==> src/rtl/spi_resp_defs.sv <==
// Shared state encodings and framing constants for the SPI responder.
package spi_resp_defs;

  typedef enum logic [1:0] {
    ST_IDLE    = 2'd0,
    ST_CMD     = 2'd1,
    ST_DATA_WR = 2'd2,
    ST_DATA_RD = 2'd3
  } state_t;

  // Write/read select bit inside the command byte.
  localparam int CMD_W_BIT = 7;
  // SPI bits per command or data byte.
  localparam int BYTE_BITS = 8;

endpackage

==> src/rtl/spi_pin_sync.sv <==
// Multi-flop synchroniser for one SPI pin, with rise/fall pulses taken
// from the two oldest stages so edges line up with the synchronised level.
module spi_pin_sync #(
  parameter int STAGES = 2
) (
  input  logic clk,
  input  logic rst_n,
  input  logic i_pin,
  output logic o_level,
  output logic o_rise,
  output logic o_fall
);

  logic [STAGES-1:0] r_sync;

  // Shift the raw pin through the synchroniser chain.
  always_ff @(posedge clk or negedge rst_n) begin
    if (!rst_n) r_sync <= '0;
    else        r_sync <= {r_sync[STAGES-2:0], i_pin};
  end

  assign o_level = r_sync[STAGES-1];
  assign o_rise  =  r_sync[STAGES-2] & ~r_sync[STAGES-1];
  assign o_fall  = ~r_sync[STAGES-2] &  r_sync[STAGES-1];

endmodule

==> src/rtl/spi_responder.sv <==
// SPI peripheral endpoint: command byte then data bytes into/out of a
// small register file, with a local write strobe and async read port.
//
// state      | meaning
// ST_IDLE    | deselected, waiting for ss rise
// ST_CMD     | shifting in the command byte
// ST_DATA_WR | each full byte commits to regfile[ptr], ptr++
// ST_DATA_RD | shifting regfile[ptr] out on miso, ptr++ per byte
module spi_responder
  import spi_resp_defs::*;
#(
  parameter int ADDR_W      = 4,
  parameter int DATA_W      = 8,
  parameter int SYNC_STAGES = 2
) (
  input  logic              clk,
  input  logic              rst_n,
  input  logic              sck,
  input  logic              mosi,
  input  logic              ss,
  output logic              miso,
  output logic              miso_oe,
  output logic              wr_strobe,
  output logic [ADDR_W-1:0] wr_addr,
  output logic [DATA_W-1:0] wr_data,
  input  logic [ADDR_W-1:0] rd_addr,
  output logic [DATA_W-1:0] rd_data,
  output logic              frame_err
);

  localparam int DEPTH = 1 << ADDR_W;
  localparam int CNT_W = $clog2(BYTE_BITS);

  state_t r_state, w_state_nxt;

  logic [CNT_W-1:0]     r_bit_cnt;
  logic [BYTE_BITS-2:0] r_shift_in;
  logic [DATA_W-1:0]    r_shift_out;
  logic [ADDR_W-1:0]    r_ptr;
  logic                 r_miso_oe;
  logic                 r_wr_strobe;
  logic [ADDR_W-1:0]    r_wr_addr;
  logic [DATA_W-1:0]    r_wr_data;
  logic                 r_frame_err;
  logic [DATA_W-1:0]    r_regs [DEPTH];

  logic w_sck_rise, w_sck_fall, w_sck_level_unused;
  logic w_ss_level, w_ss_rise, w_ss_fall;
  logic w_mosi, w_mosi_rise_unused, w_mosi_fall_unused;

  spi_pin_sync #(.STAGES(SYNC_STAGES)) u_sync_sck (
    .clk(clk), .rst_n(rst_n), .i_pin(sck),
    .o_level(w_sck_level_unused), .o_rise(w_sck_rise), .o_fall(w_sck_fall)
  );

  spi_pin_sync #(.STAGES(SYNC_STAGES)) u_sync_ss (
    .clk(clk), .rst_n(rst_n), .i_pin(ss),
    .o_level(w_ss_level), .o_rise(w_ss_rise), .o_fall(w_ss_fall)
  );

  spi_pin_sync #(.STAGES(SYNC_STAGES)) u_sync_mosi (
    .clk(clk), .rst_n(rst_n), .i_pin(mosi),
    .o_level(w_mosi), .o_rise(w_mosi_rise_unused), .o_fall(w_mosi_fall_unused)
  );

  // sck edges only count inside an active frame with no select change pending.
  logic                 w_sck_live, w_rise_ev, w_fall_ev, w_last_bit;
  logic [BYTE_BITS-1:0] w_byte;
  logic [ADDR_W-1:0]    w_cmd_addr, w_ptr_inc;

  assign w_sck_live = (r_state != ST_IDLE) && w_ss_level && !w_ss_rise && !w_ss_fall;
  assign w_rise_ev  = w_sck_live && w_sck_rise;
  assign w_fall_ev  = w_sck_live && w_sck_fall;
  assign w_last_bit = (r_bit_cnt == CNT_W'(BYTE_BITS - 1));
  assign w_byte     = {r_shift_in, w_mosi};
  assign w_cmd_addr = w_byte[ADDR_W-1:0];
  assign w_ptr_inc  = r_ptr + ADDR_W'(1);

  // State register.
  always_ff @(posedge clk or negedge rst_n) begin
    if (!rst_n) r_state <= ST_IDLE;
    else        r_state <= w_state_nxt;
  end

  // Next-state: select changes dominate, command byte picks the data direction.
  always_comb begin
    w_state_nxt = r_state;
    if (w_ss_fall) begin
      w_state_nxt = ST_IDLE;
    end else if (w_ss_rise) begin
      w_state_nxt = ST_CMD;
    end else if (w_rise_ev && w_last_bit && r_state == ST_CMD) begin
      w_state_nxt = w_byte[CMD_W_BIT] ? ST_DATA_WR : ST_DATA_RD;
    end
  end

  // Bit counter, shift registers, pointer and pulse outputs.
  // Falls shift miso only mid-byte, so the MSB loaded on a byte's last rise
  // survives the fall that immediately follows it.
  always_ff @(posedge clk or negedge rst_n) begin
    if (!rst_n) begin
      r_bit_cnt   <= '0;
      r_shift_in  <= '0;
      r_shift_out <= '0;
      r_ptr       <= '0;
      r_miso_oe   <= 1'b0;
      r_wr_strobe <= 1'b0;
      r_wr_addr   <= '0;
      r_wr_data   <= '0;
      r_frame_err <= 1'b0;
    end else begin
      r_wr_strobe <= 1'b0;
      r_frame_err <= 1'b0;
      if (w_ss_fall) begin
        r_miso_oe <= 1'b0;
        r_bit_cnt <= '0;
        if (r_state != ST_IDLE && r_bit_cnt != '0) r_frame_err <= 1'b1;
      end else if (w_ss_rise) begin
        r_miso_oe <= 1'b0;
        r_bit_cnt <= '0;
      end else if (w_rise_ev) begin
        r_shift_in <= w_byte[BYTE_BITS-2:0];
        r_bit_cnt  <= r_bit_cnt + CNT_W'(1);
        if (w_last_bit) begin
          case (r_state)
            ST_CMD: begin
              r_ptr <= w_cmd_addr;
              if (!w_byte[CMD_W_BIT]) begin
                r_shift_out <= r_regs[w_cmd_addr];
                r_miso_oe   <= 1'b1;
              end
            end
            ST_DATA_WR: begin
              r_wr_strobe <= 1'b1;
              r_wr_addr   <= r_ptr;
              r_wr_data   <= w_byte;
              r_ptr       <= w_ptr_inc;
            end
            ST_DATA_RD: begin
              r_ptr       <= w_ptr_inc;
              r_shift_out <= r_regs[w_ptr_inc];
            end
            default: ;
          endcase
        end
      end else if (w_fall_ev && r_state == ST_DATA_RD && r_bit_cnt != '0) begin
        r_shift_out <= {r_shift_out[DATA_W-2:0], 1'b0};
      end
    end
  end

  // Register file commits during the strobe cycle, so local reads see the
  // old value alongside wr_strobe and the new value one cycle later.
  always_ff @(posedge clk or negedge rst_n) begin
    if (!rst_n) begin
      for (int i = 0; i < DEPTH; i++) r_regs[i] <= '0;
    end else if (r_wr_strobe) begin
      r_regs[r_wr_addr] <= r_wr_data;
    end
  end

  assign miso      = r_miso_oe & r_shift_out[DATA_W-1];
  assign miso_oe   = r_miso_oe;
  assign wr_strobe = r_wr_strobe;
  assign wr_addr   = r_wr_addr;
  assign wr_data   = r_wr_data;
  assign frame_err = r_frame_err;
  assign rd_data   = r_regs[rd_addr];

endmodule
==> config.mk <==
export PLATFORM = sky130hd
export DESIGN_NAME = spi_responder
export DESIGN_NICKNAME = d
export VERILOG_FILES = /design/src/rtl/spi_resp_defs.sv /design/src/rtl/spi_pin_sync.sv /design/src/rtl/spi_responder.sv
export SDC_FILE = /design/constraint.sdc
export NUM_CORES = 1
export LEC_CHECK = 0
export ABC_AREA = 0
export BUFFER_PORTS_ARGS = -buffer_cell sky130_fd_sc_hd__buf_2
export CORE_MARGIN = 3
export CORE_UTILIZATION = 45
export CTS_CLUSTER_DIAMETER = 100
export DETAILED_ROUTE_END_ITERATION = 10
export SLEW_MARGIN = 20
export SYNTH_ARGS = -nofsm -noshare
export SYNTH_HDL_FRONTEND = slang
export SYNTH_SLANG_ARGS = --single-unit
==> constraint.sdc <==
create_clock -name clk -period 4 [get_ports clk]
set_clock_uncertainty 0.1 [all_clocks]
set_input_delay 0.4 -clock clk [delete_from_list [all_inputs] [get_ports clk]]
set_output_delay 0.4 -clock clk [all_outputs]
set_load 0.01 [all_outputs]
==> results.md <==
- Fin util: 0.512
- Area delta synth->final: 10.9%
- Num CTS Buffers: 17
- Routed via count: 6148
- Hold path start: u_sync_mosi.r_sync[0]$_DFF_PN0_
- Avg Inst Size Synth: 15.0 sq um
- CTS max path bufs: 2
- Post-Synthesis Cell Area: between 9000 and 10000 sq um
- Yosys cell types: 42
- Vias in the first global route: 6333
- Layout cell share with drive strength beyond 1: 0.493
- Antenna Nets Post-Route: 0
- Maxcap violations: 0
- Wire length per cell: around 27 um
- Hold path endpoint: u_sync_mosi.r_sync[1]$_DFF_PN0_
- Crit. End Element: primary output
- Cell Area, Placed: slightly above 10000 sq um
- Die ar.: 23500 sq um
- Remaining DRCs: 0
- GPL Wtd Cong: 0.806
- Register area share after synthesis: 0.444
- Reg2Reg Setup Slack: between 1 and 1.5 ns
- R2R depth: 6
- Synth area leader: dfrtp_1
- Starting Density: 0.461
- Critical path cell sequence: buf_2, buf_12, mux4_2, mux4_2, buf_2
- TritonCTS clock tree: built
- Mapped Cells: 650
- Cts repair resizes: 0
- HP Class: reg -> reg
- I/O pins: 33
- Vias per Instance: 6.37
- Clk Latency, worst-skew pair: 0.43 ns
- # clock sinks: between 150 and 200
- Max IR drop VDD: 0.260 mV
- Bufs and invs on worst path: 3
- Total core area: 21200 sq um
- Static Leakage: 4.88 nW
- Power per cell area: 338 nW/um^2
- Crit path kind: in -> out
- Synth area leaders: dfrtp_1 (44%), mux4_2 (24%), mux2_2 (17%)
- Setup-failing EPs final: 0
- CP max-delay cell: buf_2
- Die span in x: 153 um
- Fmax: roughly 350 MHz
- Tot Pwr: 3.66 mW
- First DRT Iteration DRCs: 478
- Core Rows: between 50 and 60
- Arrival time worst endpoint: about 2.4 ns
- Hold Path Cell Cnt: 0
- DP Wirelength: roughly 16000 um
- PortBufs: 32
- H-tree levels: 4
- Post-route cell area: 10800 sq um
- CP Data Required Time: 3.50 ns
- FF+latch count, synth: approximately 170
- Period utilization: 0.718
- Reg2Reg Launch Point: u_sync_ss.r_sync[0]$_DFF_PN0_
- Post-layout min period: 2.87 ns
- CP max FO: 17
- Top-area cell type share of the netlist area: 0.444
- Synth warn: 0
- Final Slew Violations: 0
- Overall routed net length: approximately 26000 um
- Die height: 153 um
- Clock-pin slew on the worst setup and hold paths: about 0.070 ns
- Diodes inserted: 0
- RSZ-0062 raised after global routing: no
- Setup_tns: 0 ns
- Final net count: 692
- Syn_nets: 665
- Global-route wire length before repair: 40400 um
- Reg2reg end: wr_addr[1]$_DFFE_PN0P_
- CP max stage delay: about 0.51 ns
- Slew of the pin with the lowest slew margin: 0.970 ns
- Rel. slew slack: 0.354
- Worst Setup Start Kind: primary input
- Total gr overflow: 0
- Initial antenna violation count: 0
- Root buf cell: clkbuf_16
- Tot GR Track Use: 0.229
- TritonRoute pass-1 iters: 5
- Final-report hold violation count: 0
- Largest net degree at the start of global routing: 96
- Status: complete, no violations
- Critical path's top delay family: multiplexers
## cell type report
class | instances | area [sq um]
Clock buffer | 19 | 443
Fill cell | 1766 | 10300
Multi-Input combinational cell | 411 | 5150
Clock inverter | 13 | 115
Tap cell | 275 | 344
Inverter | 17 | 63.8
Sequential cell | 173 | 4330
Timing Repair Buffer | 57 | 377
## routing by layer
metal | up-vias | track usage | share of wire
met5 | - | 0 | 0
met4 | 0 | 0.0692 | 0.021
met3 | 38 | 0.0583 | 0.074
met2 | 243 | 0.353 | 0.48
met1 | 3275 | 0.323 | 0.43
li1 | 2592 | - | -
## stage by stage
stage	instances	hold WS [ns]	worst slack, ns
floorplan	650	0.00441	1.56
global placement	929	0.233	1.11
finish	965	0.251	1.13
detailed placement	929	0.235	1.09
global route	965	0.271	0.882
CTS	965	0.252	1.09
## cells in the mapped netlist
library cell	instances
nor2_1	18
xnor2_1	1
nand3_1	7
nand2b_1	9
nand2_1	16
mux4_2	104
nor3b_2	1
o22ai_1	14
a211oi_1	1
o41ai_1	1
buf_2	12
xor2_2	1
dfrtp_1	173
buf_1	6
and2_1	2
or2_1	1
and4b_1	1
clkbuf_1	26
a21oi_1	2
or4_1	2
xor2_1	1
mux2_2	148
a22o_1	1
nor2b_1	3
inv_1	17
a311oi_1	1
o21ai_0	7
nor4b_1	1
and3_1	2
ha_1	6
o2111ai_1	2
nand4_1	1
a21o_1	1
nor3b_1	4
buf_4	4
a22oi_1	1
or3_1	6
o2111a_1	1
nand3b_1	4
mux2i_1	39
and4_1	1
buf_6	1
## report_power, final
group | internal (mW) | switching, mW | total [mW] | leakage, nW
Combinational | 0.105 | 0.139 | 0.244 | 2.22
Sequential | 1.77 | 0.0485 | 1.81 | 2.39
Clock | 0.877 | 0.724 | 1.60 | 0.266
Total | 2.75 | 0.911 | 3.66 | 4.88
## state kept, by name, indices dropped and copies added, names as in the netlist
signal	flops
r_shift_out	8
r_ptr	4
r_bit_cnt	3
u_sync_ss.r_sync	2
u_sync_mosi.r_sync	2
r_state	2
wr_data	8
r_regs	128
wr_strobe	1
miso_oe	1
u_sync_sck.r_sync	2
wr_addr	4
frame_err	1
r_shift_in	7
## worst max-delay path by stage
stage,from,end,depth (start not counted)
after global placement,rd_addr[1],rd_data[4],5
after global routing,u_sync_ss.r_sync[1]$_DFF_PN0_,wr_data[1]$_DFFE_PN0P_,7
after CTS,rd_addr[1],rd_data[4],5
final,rd_addr[1],rd_data[2],5
after detailed placement,rd_addr[1],rd_data[4],5
after floorplan,rd_addr[1],rd_data[0],4
## timing repair
| action | in CTS | in global routing |
|---|---|---|
| endpoints found under the hold margin | 13 | 0 |
| hold buffers | 4 | 0 |
| buffers inserted | 0 | 0 |
## cell usage in the layout (no fill, tap or decap), drive strengths merged, types with 2 or more instances in the layout
cell,instances
o22ai,14
o2111ai,2
ha,6
or4,2
inv,21
and3,2
nand3b,4
xor2,2
nand3,7
clkinv,4
nor2,18
nand2b,9
clkbuf,19
nor3b,5
nor2b,3
a21oi,2
mux2i,39
dlygate4sd3,4
nand2,16
dfrtp,173
mux4,104
o21ai,7
buf,53
or3,6
mux2,148
and2,2
clkinvlp,4
## logic make-up (layout without fill, tap and decap cells)
| family | after synthesis | count (layout) | synth area share |
|---|---|---|---|
| flip-flops | 173 | 173 | 0.444 |
| AND/OR/NAND/NOR | 79 | 79 | 0.0438 |
| AO/OA/AOI/OAI | 32 | 32 | 0.0215 |
| buffers and inverters | 66 | 106 | 0.0292 |
| multiplexers | 291 | 291 | 0.451 |
| adder cells (fa/ha/maj) | 6 | 6 | 0.00769 |
| XOR/XNOR | 3 | 3 | 0.00346 |
Power figures use the tool's default switching activity.
